[src/rtl/led_counter_ctrl.sv]
module led_counter_ctrl #(
  parameter int unsigned PRESCALE    = 12_000_000,
  parameter int unsigned DEBOUNCE    = 240_000,
  parameter int unsigned STOP_AT_MAX = 1,
  parameter int unsigned CLR_CYCLES  = 2
) (
  input  logic       clkpulse,
  input  logic       rst_n,
  input  logic       btn_mode,
  input  logic       btn_step,
  input  logic       btn_clr,
  input  logic [3:0] leds,
  output logic       cnt_tick,
  output logic       cnt_clr_n,
  output logic [1:0] mode
);

  localparam int unsigned PW = $clog2(PRESCALE);
  localparam int unsigned DW = $clog2(DEBOUNCE);
  localparam int unsigned CW = (CLR_CYCLES > 1) ? $clog2(CLR_CYCLES) : 1;

  localparam logic [PW-1:0] PS_MAX  = PW'(PRESCALE - 1);
  localparam logic [DW-1:0] DB_MAX  = DW'(DEBOUNCE - 1);
  localparam logic [CW-1:0] CLR_MAX = CW'(CLR_CYCLES - 1);

  typedef enum logic [1:0] {
    HOLD  = 2'b00,
    RUN   = 2'b01,
    CLEAR = 2'b10
  } state_t;

  // Bit order for all per-button vectors: [0]=step, [1]=mode, [2]=clr.
  logic [2:0]    btn_raw;
  logic [2:0]    sync1;
  logic [2:0]    sync2;
  logic [2:0]    deb;
  logic [2:0]    deb_d;
  logic [2:0]    evt;
  logic [DW-1:0] dcnt [3];

  logic ev_step;
  logic ev_mode;
  logic ev_clr;

  state_t        state;
  logic [PW-1:0] psc;
  logic [CW-1:0] ccnt;

  assign btn_raw = {btn_clr, btn_mode, btn_step};
  assign ev_step = evt[0];
  assign ev_mode = evt[1];
  assign ev_clr  = evt[2];

  always_ff @(posedge clkpulse or negedge rst_n) begin
    if (!rst_n) begin
      sync1 <= '0;
      sync2 <= '0;
      deb   <= '0;
      deb_d <= '0;
      evt   <= '0;
      for (int unsigned i = 0; i < 3; i++) begin
        dcnt[i] <= '0;
      end
    end else begin
      sync1 <= btn_raw;
      sync2 <= sync1;
      deb_d <= deb;
      // Event is taken one cycle after the debounced rise so it comes from a flop.
      evt   <= deb & ~deb_d;
      for (int unsigned i = 0; i < 3; i++) begin
        if (sync2[i] == deb[i]) begin
          dcnt[i] <= '0;
        end else if (dcnt[i] == DB_MAX) begin
          deb[i]  <= sync2[i];
          dcnt[i] <= '0;
        end else begin
          dcnt[i] <= dcnt[i] + 1'b1;
        end
      end
    end
  end

  always_ff @(posedge clkpulse or negedge rst_n) begin
    if (!rst_n) begin
      state     <= HOLD;
      cnt_tick  <= 1'b0;
      cnt_clr_n <= 1'b1;
      psc       <= '0;
      ccnt      <= '0;
    end else begin
      cnt_tick <= 1'b0;
      unique case (state)
        HOLD: begin
          if (ev_clr) begin
            state     <= CLEAR;
            cnt_clr_n <= 1'b0;
            ccnt      <= '0;
          end else if (ev_mode) begin
            state <= RUN;
            psc   <= '0;
          end else if (ev_step) begin
            cnt_tick <= 1'b1;
          end
        end
        RUN: begin
          if (ev_clr) begin
            state     <= CLEAR;
            cnt_clr_n <= 1'b0;
            ccnt      <= '0;
          end else if (ev_mode) begin
            state <= HOLD;
          end else if (psc == PS_MAX) begin
            psc <= '0;
            if ((STOP_AT_MAX != 0) && (leds == 4'hF)) begin
              state <= HOLD;
            end else begin
              cnt_tick <= 1'b1;
            end
          end else begin
            psc <= psc + 1'b1;
          end
        end
        CLEAR: begin
          if (ccnt == CLR_MAX) begin
            cnt_clr_n <= 1'b1;
            state     <= HOLD;
          end else begin
            ccnt <= ccnt + 1'b1;
          end
        end
        default: begin
          state     <= HOLD;
          cnt_clr_n <= 1'b1;
        end
      endcase
    end
  end

  assign mode = state;

endmodule

[config.mk]
export PLATFORM = sky130hd
export DESIGN_NAME = led_counter_ctrl
export DESIGN_NICKNAME = d
export VERILOG_FILES = /design/src/rtl/led_counter_ctrl.sv
export SDC_FILE = /design/constraint.sdc
export NUM_CORES = 1
export LEC_CHECK = 0
export ABC_AREA = 1
export ABC_CLOCK_PERIOD_IN_PS = 1750
export BUFFER_PORTS_ARGS = -buffer_cell sky130_fd_sc_hd__buf_2
export CAP_MARGIN = 20
export CORE_UTILIZATION = 35
export CTS_CLUSTER_SIZE = 24
export DETAILED_ROUTE_END_ITERATION = 6
export SLEW_MARGIN = 30
export SYNTH_ARGS = -nofsm -noshare
export SYNTH_HDL_FRONTEND = slang
export SYNTH_SLANG_ARGS = --single-unit
[constraint.sdc]
create_clock -name clkpulse -period 1.75 [get_ports clkpulse]
set_input_delay 0.35 -clock clkpulse [delete_from_list [all_inputs] [get_ports clkpulse]]
set_output_delay 0.35 -clock clkpulse [all_outputs]
set_load 0.03 [all_outputs]
Yosys cells after proc, flatten, opt, wreduce, memory -nomap -nowiden
Cells that the tools add are included.
{"block": "word_totals", "output_inout_bits": 4, "regBits": 98}
{"block": "classes", "addsub": 5, "eq_ne": 19, "n_bitwise": 5, "mux": 33, "reduce_logical": 11}
{"op": "$mux W24", "count": 5}
{"op": "$mux W18", "count": 6}
{"op": "$add A18 B1 Y18 const B", "count": 3}
{"op": "$eq A18 B18 Y1 const B", "count": 3}
{"op": "$pmux W24 S2", "count": 1}
{"op": "$add A24 B1 Y24 const B", "count": 1}
{"op": "$eq A24 B24 Y1 const B", "count": 1}
{"op": "$mux W2", "count": 7}
{"op": "$mux W1", "count": 10}
{"op": "$ne A2 B2 Y1 const B", "count": 5}
{"op": "$reduce_and A2 Y1", "count": 5}
{"op": "$ne A4 B4 Y1 const B", "count": 2}
{"op": "$pmux W1 S2", "count": 3}
{"op": "$pmux W2 S3", "count": 1}
{"op": "$reduce_and A5 Y1", "count": 1}
{"op": "$eq A4 B4 Y1 const B", "count": 1}
{"op": "$reduce_and A4 Y1", "count": 1}
{"op": "$reduce_bool A2 Y1", "count": 2}
{"op": "$and A3 B3 Y3", "count": 1}
{"op": "$eq A1 B1 Y1", "count": 3}
{"op": "$ne A3 B3 Y1 const B", "count": 1}
{"op": "$not A1 Y1", "count": 3}
{"op": "$not A3 Y3", "count": 1}
{"op": "$eq A2 B1 Y1 const B", "count": 1}
{"op": "other kinds (5)", "count": 5}

Depth between registers and ports, before layout
{"block": "logic_depth", "depth_word": 6, "mapped_depth": 10}

Worst setup path before layout
Ideal clock, no wire load.
{"block": "synth_timing", "kind": "register -> register", "startpoint": "register dcnt[36] in the netlist's numbering", "endpoint": "register dcnt[53] in the netlist's numbering", "t_required_ps": 1631, "synth_period_minus_slack_ps": 1485, "slack_ps": 265, "stages_incl_launch_ff": 10, "arrival_time_ps": 1366, "path_cell_list": "dfrtp_1 > ha_1 > nand2_1 > nor3_1 > nand3_1 > nand2_1 > buf_4 > inv_1 > nand2_1 > nor2_1"}
{"block": "synth_via", "elab_chain_cells": 3, "elab_cells_between_ends": 4}
{"element": "start: declaration", "line": "39", "source": "logic [DW-1:0] dcnt [3];"}
{"element": "start signal: indexed assignment", "line": "77", "source": "dcnt[i] <= dcnt[i] + 1'b1;"}
{"element": "$add A18 B1 Y18 / $eq A18 B18 Y1 (equally long branches)", "line": "77, 73"}
{"element": "$mux W18 (*)", "line": "73", "source": "end else if (dcnt[i] == DB_MAX) begin"}
{"element": "$mux W18 (*)", "line": "71", "source": "if (sync2[i] == deb[i]) begin"}
Every way passes the cells marked *; elsewhere a longest branch is shown, timed or not.
A chain may end at the register's enable or synchronous reset.

Worst setup path after layout
{"block": "layout_timing", "startpoint": "register state[1], in the netlist mode[1]", "endpoint": "register psc[6]"}
{"block": "layout_via", "elab_chain_cells": 3, "elab_cells_between_ends": 9}
{"element": "start: declaration", "line": "45", "source": "state_t state;"}
{"element": "start signal: assignment", "line": "85", "source": "state <= HOLD;"}
{"element": "start signal: assignment", "line": "95", "source": "state <= CLEAR;"}
{"element": "start signal: assignment", "line": "99", "source": "state <= RUN;"}
{"element": "$eq A2 B1 Y1 / $logic_not A2 Y1 (equally long branches)", "line": "92", "source": "unique case (state)"}
{"element": "$ne A2 B2 Y1 (no source line) / $reduce_bool A2 Y1 (equally long branches)"}
{"element": "$reduce_and A5 Y1 (no source line)"}
{"element": "end signal: assignment", "line": "120", "source": "psc <= psc + 1'b1;"}
{"element": "end: declaration", "line": "46", "source": "logic [PW-1:0] psc;"}
Parallel ways exist; a longest one is shown, timed or not.

==> run metrics <==
CTS Buf Count=9; Ys Warns=0; pre-CTS WS=approximately 110 ps; Worst setup SP type=flop; Post-Syn Area per Cell=7.52 µm²; Worst Path Arrival=1830 ps; Max VDD drop=about 0.42 mV; Layout Skew=just over 5 ps; most instantiated cells after synthesis=nor2_1, nand2_1, dfrtp_1; Die Ht=124 µm; # fillers=approximately 1.5k; PwrDens=about 760 nW/µm²; via count=between 4k and 5k; CP Max Fanout=24; Worst R2R End=psc[6]; worst r2r src=mode[1]; relative slew slack=0.779; port bufs=12; status=finished, final reports clean; Yosys reg bits=98; required time of the critical path=1990 ps; GRT Total Usage=0.145; Synth Cell Area=approximately 5200 µm²; drt wl/cell=11.5 µm; count leader, synth=nor2_1; worst setup path category=reg -> reg; final setup vio count=0; Sequential Area=~2500 µm²; maximum number of pins on one net before global-route repair=between 40 and 50; post-detail-place hpwl=7730 µm; Syn Inst Count=around 700; Die W=124 µm; Post-CTS Setup Bufs=0; Max Cap Violations=0; share of flip-flops with an asynchronous set or reset=1.00; CORE AREA=roughly 15000 µm²; Worst-Margin Slew=between 300 and 400 ps; area delta synth->final=12.8%; first drt pass iteration count=4; Synth Net Count=between 700 and 800; Netlist cell types=37; Peak Freq=630 MHz; Main synth FF type=dfrtp_1; post-synthesis sequential area ratio=0.468; I/O pin cnt=13; clk slew on worst S/H paths=approximately 70 ps; routability cong.=0.891; Clock Path Buffers=2; die area=~15000 µm²; Iter 0 DRT Violations=~240; worst hold path class=in -> reg; R2R Setup Slk=160 ps; WHS Path Cells=1; setup ws final=around 160 ps; Worst Setup SP=mode[1]; Core Rows=44; antenna violations before repair=0; top cells by area, synth=dfrtp_1, nor2_1, nand2_1; Residual DRC=0; first-pass GRT wire length=around 18000 µm; Register-to-Register Path Depth=8; critical path capture point type=flop; DR vias/cell=around 4.7; CTS tree=yes; EDFF count, synth=0; area taken by multi-input logic gates=~2400 µm²; root buffer cell=clkbuf_16; clock period minus final worst setup slack=approximately 1600 ps; Critical Path End=psc[6]; setup TNS=0 ps; fraction of final layout cells sized beyond drive strength 1=0.0878; P_leak=roughly 2.7 nW; Final Max Tran Viols=0; RSZ-0062 raised after global routing=false; Starting Density=0.359; DRT antenna net count=0; global route total overflow=0; Final #Nets=around 740; H-Tree Depth=3; Tcrit/Tclk final=0.908; top cell type's share of synthesized area=0.463; ant diodes=0; Clock Sinks=98; vias in the first global route=around 4k; Synth area leader=dfrtp_1; wirelength, routed=~10000 µm; final hold violation count=0; Skew-Pair Late Insertion Delay=between 300 and 400 ps
through the flow:
step | hold slack, ps | cells | utilization | total power, mW | cell area (µm²)
after floorplan | 54.4 | 697 | - | 2.40 | 5240
after global placement | 273 | 896 | 0.382 | 2.49 | 5570
after detailed placement | 274 | 896 | 0.382 | 2.49 | 5570
after CTS | 85.5 | 913 | 0.404 | 4.58 | 5890
after global routing | 86.5 | 913 | 0.405 | 4.69 | 5910
final | 98.7 | 913 | 0.405 | 4.51 | 5910
timing repair:
action	4_1_cts	5_1_grt
hold buffers	1	0
resized for setup	0	7
endpoints found under the setup margin	0	27
endpoints found under the hold margin	19	0
flip-flops by register name, summed over array words and instances (netlist names):
name,cells
psc,24
cnt_tick,1
evt,3
ccnt,1
dcnt,54
sync2,3
cnt_clr_n,1
deb_d,3
deb,3
sync1,3
mode,2
cells in the final DEF (no fill, tap or decap), types with 2 or more instances in the layout:
| cell | count |
|---|---|
| xor2_1 | 22 |
| nor3_1 | 20 |
| a31oi_1 | 2 |
| nor2_2 | 5 |
| inv_1 | 87 |
| nand4_1 | 23 |
| inv_2 | 3 |
| nand2_4 | 2 |
| o21ai_0 | 11 |
| nand3_1 | 45 |
| inv_6 | 5 |
| ha_1 | 4 |
| buf_12 | 2 |
| nor2_1 | 163 |
| nor2_4 | 2 |
| nand3_2 | 3 |
| buf_2 | 11 |
| and2_1 | 2 |
| o22ai_1 | 2 |
| nor3b_1 | 5 |
| nand2_2 | 7 |
| dfrtp_1 | 97 |
| xnor2_1 | 10 |
| a21oi_1 | 10 |
| nand2_1 | 154 |
| buf_4 | 7 |
| clkbuf_16 | 9 |
layer usage:
| metal | routed length (µm) | share of wire | vias to the layer above | GRT usage |
|---|---|---|---|---|
| met5 | 0 | 0 | - | 0 |
| met4 | 150 | 0.014 | 0 | 0.0510 |
| met3 | 314 | 0.030 | 12 | 0.0314 |
| met2 | 4760 | 0.46 | 59 | 0.226 |
| met1 | 5230 | 0.50 | 1975 | 0.199 |
| li1 | - | - | 2244 | - |
power breakdown:
part           internal [mW]  switching, mW
logic                 0.0448         0.0886
clock network           1.13          0.933
registers               2.29         0.0172
total                   3.47           1.04
cells by family after synthesis:
kind of cell / Yosys count / synth area share
AO/OA/AOI/OAI: 32 / 0.0353
XOR/XNOR: 32 / 0.0535
adder cells (fa/ha/maj): 4 / 0.00955
buffers and inverters: 97 / 0.0764
flip-flops: 98 / 0.468
AND/OR/NAND/NOR: 434 / 0.357
worst max-delay path, stage by stage, from the launching register on:
cell and delay (ps):
dfrtp_1 480, nor2_4 180, nand3_4 170, inv_8 190, nand3_1 140, nor2_1 150
nand2_1 60, nand2_1 60, nor2_1 40
worst min-delay path by stage:
stage | from | end | slack, ps
5_1_grt | btn_mode | sync1[1] | 90
3_3_place_gp | rst_n | psc[21] | 270
4_1_cts | btn_clr | sync1[2] | 90
6_report | btn_clr | sync1[2] | 100
2_1_floorplan | rst_n | ccnt | 50
3_5_place_dp | rst_n | psc[19] | 270
area by class of cell:
type                       instances  share of cell area
sequential                        98               0.415
multi-input combinational        502               0.407
inverter                          92              0.0605
tap                              184              0.0390
clock buffer                       9              0.0381
timing repair buffer              21              0.0267
clock inverter                     7              0.0138
No activity file was read; power rests on OpenSTA's default activity.
